## src/rtl/sum_packetizer.sv

```systemverilog
`default_nettype none
// ============================================================================
// Module      : sum_packetizer
// Description : Collects adder sums into groups of N_SAMPLES. For each group
//               it builds a running total, the largest sample and a sample
//               count, then holds them as one result packet on a
//               valid/ready handshake. A flush closes a partial group early.
//               Optional macro PACKETIZER_SATURATE_EN makes the total clamp
//               at all-ones and sets a sticky out_sat flag. Without it the
//               total wraps and out_sat is tied low.
// Revision    : 1.0 - initial release
// ============================================================================
module sum_packetizer #(
  parameter int IN_W      = 5,
  parameter int ACC_W     = 12,
  parameter int N_SAMPLES = 4,
  parameter int CNT_W     = $clog2(N_SAMPLES + 1)
) (
  input  logic             clk,
  input  logic             rst,
  input  logic             in_valid,
  output logic             in_ready,
  input  logic [IN_W-1:0]  in_sum,
  input  logic             flush,
  output logic             out_valid,
  input  logic             out_ready,
  output logic [ACC_W-1:0] out_total,
  output logic [IN_W-1:0]  out_max,
  output logic [CNT_W-1:0] out_count,
  output logic             out_sat
);

  localparam logic [0:0]       ST_ACCUM    = 1'b0;
  localparam logic [0:0]       ST_HOLD     = 1'b1;
  localparam logic [CNT_W-1:0] C_N_SAMPLES = CNT_W'(N_SAMPLES);
  localparam logic [CNT_W-1:0] C_CNT_ONE   = CNT_W'(1);

  logic [0:0]       state_q, state_d;
  logic [ACC_W-1:0] acc_q, acc_d;
  logic [IN_W-1:0]  max_q, max_d;
  logic [CNT_W-1:0] cnt_q, cnt_d;

  logic             w_accept;
  logic             w_transfer;
  logic [CNT_W-1:0] w_cnt_inc;

  assign w_accept   = in_valid & in_ready;
  assign w_transfer = out_valid & out_ready;
  assign w_cnt_inc  = cnt_q + C_CNT_ONE;

`ifdef PACKETIZER_SATURATE_EN
  // One extra bit on the sum exposes the carry out of the accumulator.
  logic             sat_q, sat_d;
  logic [ACC_W:0]   w_sum_ext;
  assign w_sum_ext = {1'b0, acc_q} + (ACC_W + 1)'(in_sum);
`else
  logic [ACC_W-1:0] w_sum_wrap;
  assign w_sum_wrap = acc_q + ACC_W'(in_sum);
`endif

  // State register
  always_ff @(posedge clk) begin
    if (rst) begin
      state_q <= ST_ACCUM;
    end else begin
      state_q <= state_d;
    end
  end

  // Next state: close the group on the last sample or on a non-empty flush
  always_comb begin
    state_d = state_q;
    unique case (state_q)
      ST_ACCUM: begin
        if ((w_accept && (w_cnt_inc == C_N_SAMPLES)) ||
            (flush && ((cnt_q != '0) || w_accept))) begin
          state_d = ST_HOLD;
        end
      end
      ST_HOLD: begin
        if (w_transfer) begin
          state_d = ST_ACCUM;
        end
      end
      default: state_d = ST_ACCUM;
    endcase
  end

  // Handshake outputs. Both are masked during reset, so a discarded packet
  // can never be seen as transferred.
  always_comb begin
    in_ready  = 1'b0;
    out_valid = 1'b0;
    unique case (state_q)
      ST_ACCUM: in_ready  = ~rst;
      ST_HOLD:  out_valid = ~rst;
      default: ;
    endcase
  end

  // Datapath next-state: accumulate on accept, clear on packet transfer
  always_comb begin
    acc_d = acc_q;
    max_d = max_q;
    cnt_d = cnt_q;
`ifdef PACKETIZER_SATURATE_EN
    sat_d = sat_q;
`endif
    if (w_accept) begin
      cnt_d = w_cnt_inc;
      // Strict compare: on a tie the stored value is kept.
      if (in_sum > max_q) begin
        max_d = in_sum;
      end
`ifdef PACKETIZER_SATURATE_EN
      if (w_sum_ext[ACC_W]) begin
        acc_d = '1;
        sat_d = 1'b1;
      end else begin
        acc_d = w_sum_ext[ACC_W-1:0];
      end
`else
      acc_d = w_sum_wrap;
`endif
    end else if (w_transfer) begin
      acc_d = '0;
      max_d = '0;
      cnt_d = '0;
`ifdef PACKETIZER_SATURATE_EN
      sat_d = 1'b0;
`endif
    end
  end

  // Datapath registers
  always_ff @(posedge clk) begin
    if (rst) begin
      acc_q <= '0;
      max_q <= '0;
      cnt_q <= '0;
`ifdef PACKETIZER_SATURATE_EN
      sat_q <= 1'b0;
`endif
    end else begin
      acc_q <= acc_d;
      max_q <= max_d;
      cnt_q <= cnt_d;
`ifdef PACKETIZER_SATURATE_EN
      sat_q <= sat_d;
`endif
    end
  end

  assign out_total = acc_q;
  assign out_max   = max_q;
  assign out_count = cnt_q;
`ifdef PACKETIZER_SATURATE_EN
  assign out_sat   = sat_q & (state_q == ST_HOLD);
`else
  assign out_sat   = 1'b0;
`endif

endmodule
`default_nettype wire

```

## config.mk

```make
export PLATFORM = sky130hd
export DESIGN_NAME = sum_packetizer
export DESIGN_NICKNAME = d
export VERILOG_FILES = /design/src/rtl/sum_packetizer.sv
export SDC_FILE = /design/constraint.sdc
export NUM_CORES = 1
export LEC_CHECK = 0
export ABC_CLOCK_PERIOD_IN_PS = 2080
export CAP_MARGIN = 20
export CORE_ASPECT_RATIO = 0.7
export CORE_MARGIN = 2
export CORE_UTILIZATION = 44
export CTS_CLUSTER_DIAMETER = 30
export CTS_CLUSTER_SIZE = 20
export DETAILED_ROUTE_END_ITERATION = 16
export PLACE_DENSITY = 0.84
export SYNTH_ARGS = -nofsm -noshare
export SYNTH_HDL_FRONTEND = slang
export SYNTH_SLANG_ARGS = --single-unit
```

## constraint.sdc

```tcl
create_clock -name clk -period 2.08 [get_ports clk]
set_input_delay 0.624 -clock clk [delete_from_list [all_inputs] [get_ports clk]]
set_output_delay 0.624 -clock clk [all_outputs]
set_load 0.05 [all_outputs]
```

==> run_results.csv <==
group,metric,value,unit
route,wire_per_inst,15.0,um
route,routed_via_density,5.55,
clocking,htreeDepth,1,
global_routing,grt_max_degree,20,
global_routing,grt_use_met1,0.285,
critical_path,crit_fanout,5,
global_routing,use_met2,0.359,
floorplan,start_util,0.462,
clocking,cts.sinks,21,
clocking,cts-root-buf,"clkbuf_8",
floorplan,die_y,49.4,um
placed_design,dp_cells,225,
placed_design,hpwl,2540,um
finish,syn_to_final_growth,47.4,%
route,dr.pass1.iters,6,
critical_path,crit_arrival,2.21,ns
finish,fin_nets,221,
yosys,synth_cell_types,38,
sta,finalHoldViolations,0,
critical_path,end_kind,"register",
clocking,path_clk_slew,0.08,ns
placed_design,io_buffers,31,
global_routing,grt_first_pass_wirelength,5750,um
critical_path,required,2.24,ns
global_routing,grt_pass1_vias,1248,
yosys,synth-seq-cells,21,
pwr,p_leak,0.890,nW
route,ant_nets,0,
sta,whs,0.501,ns
placed_design,place.gp.congestion,0.799,
clocking,postCtsHoldBufs,0,
flow_run,drv_cap,0,
global_routing,antenna_found_initial,0,
clocking,cts.path.max_buffers,2,
sta,slew_violations,0,
route,drtIter0Drc,61,
yosys,syn-num-nets,166,
floorplan,rows,16,
route,drc_errors,0,
pwr,power.density,545,mW/mm2
global_routing,overflow,0,
worst_hold_path,hold_path.class,"reg2reg",
yosys,syn_avg_cell_area,9.13,um2
global_routing,busiest_layer,"met2",
floorplan,ios,33,
pwr,peakVddDrop,0.506,mV
sta,setup_viol,0,
global_routing,track_usage,0.222,
route,routed_wl,3480,um
yosys,yosysWarningCount,0,
yosys,syn_inst,142,
floorplan,design.die.area,0.00340,mm2
global_routing,use_met3,0.0624,
critical_path,startpoint_type,"input pin",
run_status,status,"complete, no violations",
clocking,clock_latency,0.27,ns
finish,fin_cells,232,
sta,fin_crit,2.05,ns
yosys,yosysSeqAreaShare,0.324,
clocking,tritoncts.num_buffers,3,
yosys,syn-cell-area,0.00130,mm2
sta,skew,0.00245,ns
sta,min_period_over_period,0.987,
route,num_vias,1288,
critical_path,crit_type,"in2reg",
clocking,cts_tree,"done",
floorplan,core_area,0.00280,mm2
placed_design,dp_slack,-0.561,ns
sta,clock.fmax,487,MHz
floorplan,die_w,68.9,um
finish,n_antenna_cell,0,
finish,drive_gt1_frac,0.342,
sta,setup_slack,0.0278,ns
## through the flow
step | util | setup TNS, ns | total power, W | instance area, um2
finish | 0.682 | 0 | 0.00104 | 1910
global route | 0.682 | -0.0381 | 0.00110 | 1910
CTS | 0.663 | 0 | 0.00104 | 1860
detailed placement | 0.627 | -6.05 | 0.000749 | 1760
global placement | 0.627 | -5.09 | 0.000738 | 1760
floorplan | - | 0 | 0.000628 | 1310
## cell usage in the layout, fill, tap and decap left out, types with 3 or more instances in the layout
master	n
mux2i_1	8
nor2_1	12
nand3b_1	4
a211o_1	4
inv_1	9
ha_4	3
buf_4	43
nand2_1	11
nand2b_1	5
a22oi_1	4
ha_1	8
a21oi_1	4
clkdlybuf4s50_1	3
clkbuf_8	3
dfxtp_1	19
o21a_1	3
dlygate4sd2_1	4
o211ai_1	4
## synth_stat cells
master,n,area share
nor3b_4,1,0.014
mux2i_1,8,0.062
inv_1,9,0.026
a2bb2oi_1,1,0.0068
a21boi_0,1,0.0058
xor2_1,1,0.0068
o21ai_0,4,0.015
a21o_1,2,0.012
and3b_1,1,0.0068
fa_1,1,0.015
clkbuf_1,3,0.0087
o2bb2ai_2,1,0.012
conb_1,1,0.0029
mux2_1,2,0.017
a211o_1,5,0.034
nor3_1,1,0.0039
buf_6,1,0.0087
nor2_1,12,0.035
and4_1,1,0.0068
nand2b_1,5,0.024
a21oi_1,5,0.019
o2111ai_1,2,0.014
ha_1,13,0.13
a22oi_1,4,0.023
dfxtp_1,21,0.32
o21a_1,3,0.017
nand3_1,1,0.0039
o22a_1,1,0.0068
a32oi_1,2,0.014
buf_4,1,0.0058
nor2b_1,1,0.0048
nand4_1,2,0.0097
nand2_1,11,0.032
o211ai_1,4,0.023
nand3b_1,4,0.023
or3_1,2,0.0097
and3_1,2,0.0097
nor3b_1,2,0.012
## final cells by class
class / count / area, um2
multi-input combinational: 107 / 901
fill: 220 / 892
timing repair buffer: 55 / 463
sequential: 21 / 423
clock buffer: 4 / 45.0
tap: 36 / 45.0
inverter: 9 / 33.8
## registers in the layout, summed over array words and instances (netlist names)
name       cells
state_q        1
out_count      3
out_total     12
out_max        5
## cell families after synthesis
group	synth area share
AND/OR/NAND/NOR	0.195
AO/OA/AOI/OAI	0.202
flip-flops	0.324
adder cells (fa/ha/maj)	0.141
buffers and inverters	0.0492
multiplexers	0.0792
other	0.00289
XOR/XNOR	0.00676
## report_power, final
group | internal (W) | leakage, nW | switching, W
registers | 0.000418 | 0.171 | 0.0000206
logic | 0.000146 | 0.696 | 0.000178
clock network | 0.000137 | 0.0228 | 0.000141
## critical path, stage by stage
cell and delay, ns:
clkdlybuf4s15_2 0.19, ha_2 0.21, fa_2 0.43, a211o_1 0.32, a21oi_4 0.20, or3_1 0.16
a21oi_1 0.07
## timing repair
item	4_1_cts	5_1_grt
setup buffers	2	1
gates cloned	0	0
pin swaps	8	6
resized for setup	15	8
setup endpoints to repair	14	11
## final timing paths
path	startpoint	end	slack, ns	depth (start not counted)
setup / recovery	in_sum[0]	out_total[8]$_SDFFE_PP0P_	0.03	7
hold reg to reg	out_max[2]$_SDFFE_PP0P_	out_max[2]$_SDFFE_PP0P_	0.50	2
hold / removal	out_max[2]$_SDFFE_PP0P_	out_max[2]$_SDFFE_PP0P_	0.50	2
setup reg to reg	out_total[0]$_SDFFE_PP0P_	out_total[8]$_SDFFE_PP0P_	0.24	6
## metal layers
layer  share of wire  wire length (um)
met3           0.059               206
met4           0.013                46
met2            0.48              1670
met1            0.45              1560
met5               0                 0
Power figures use the tool's default switching activity.
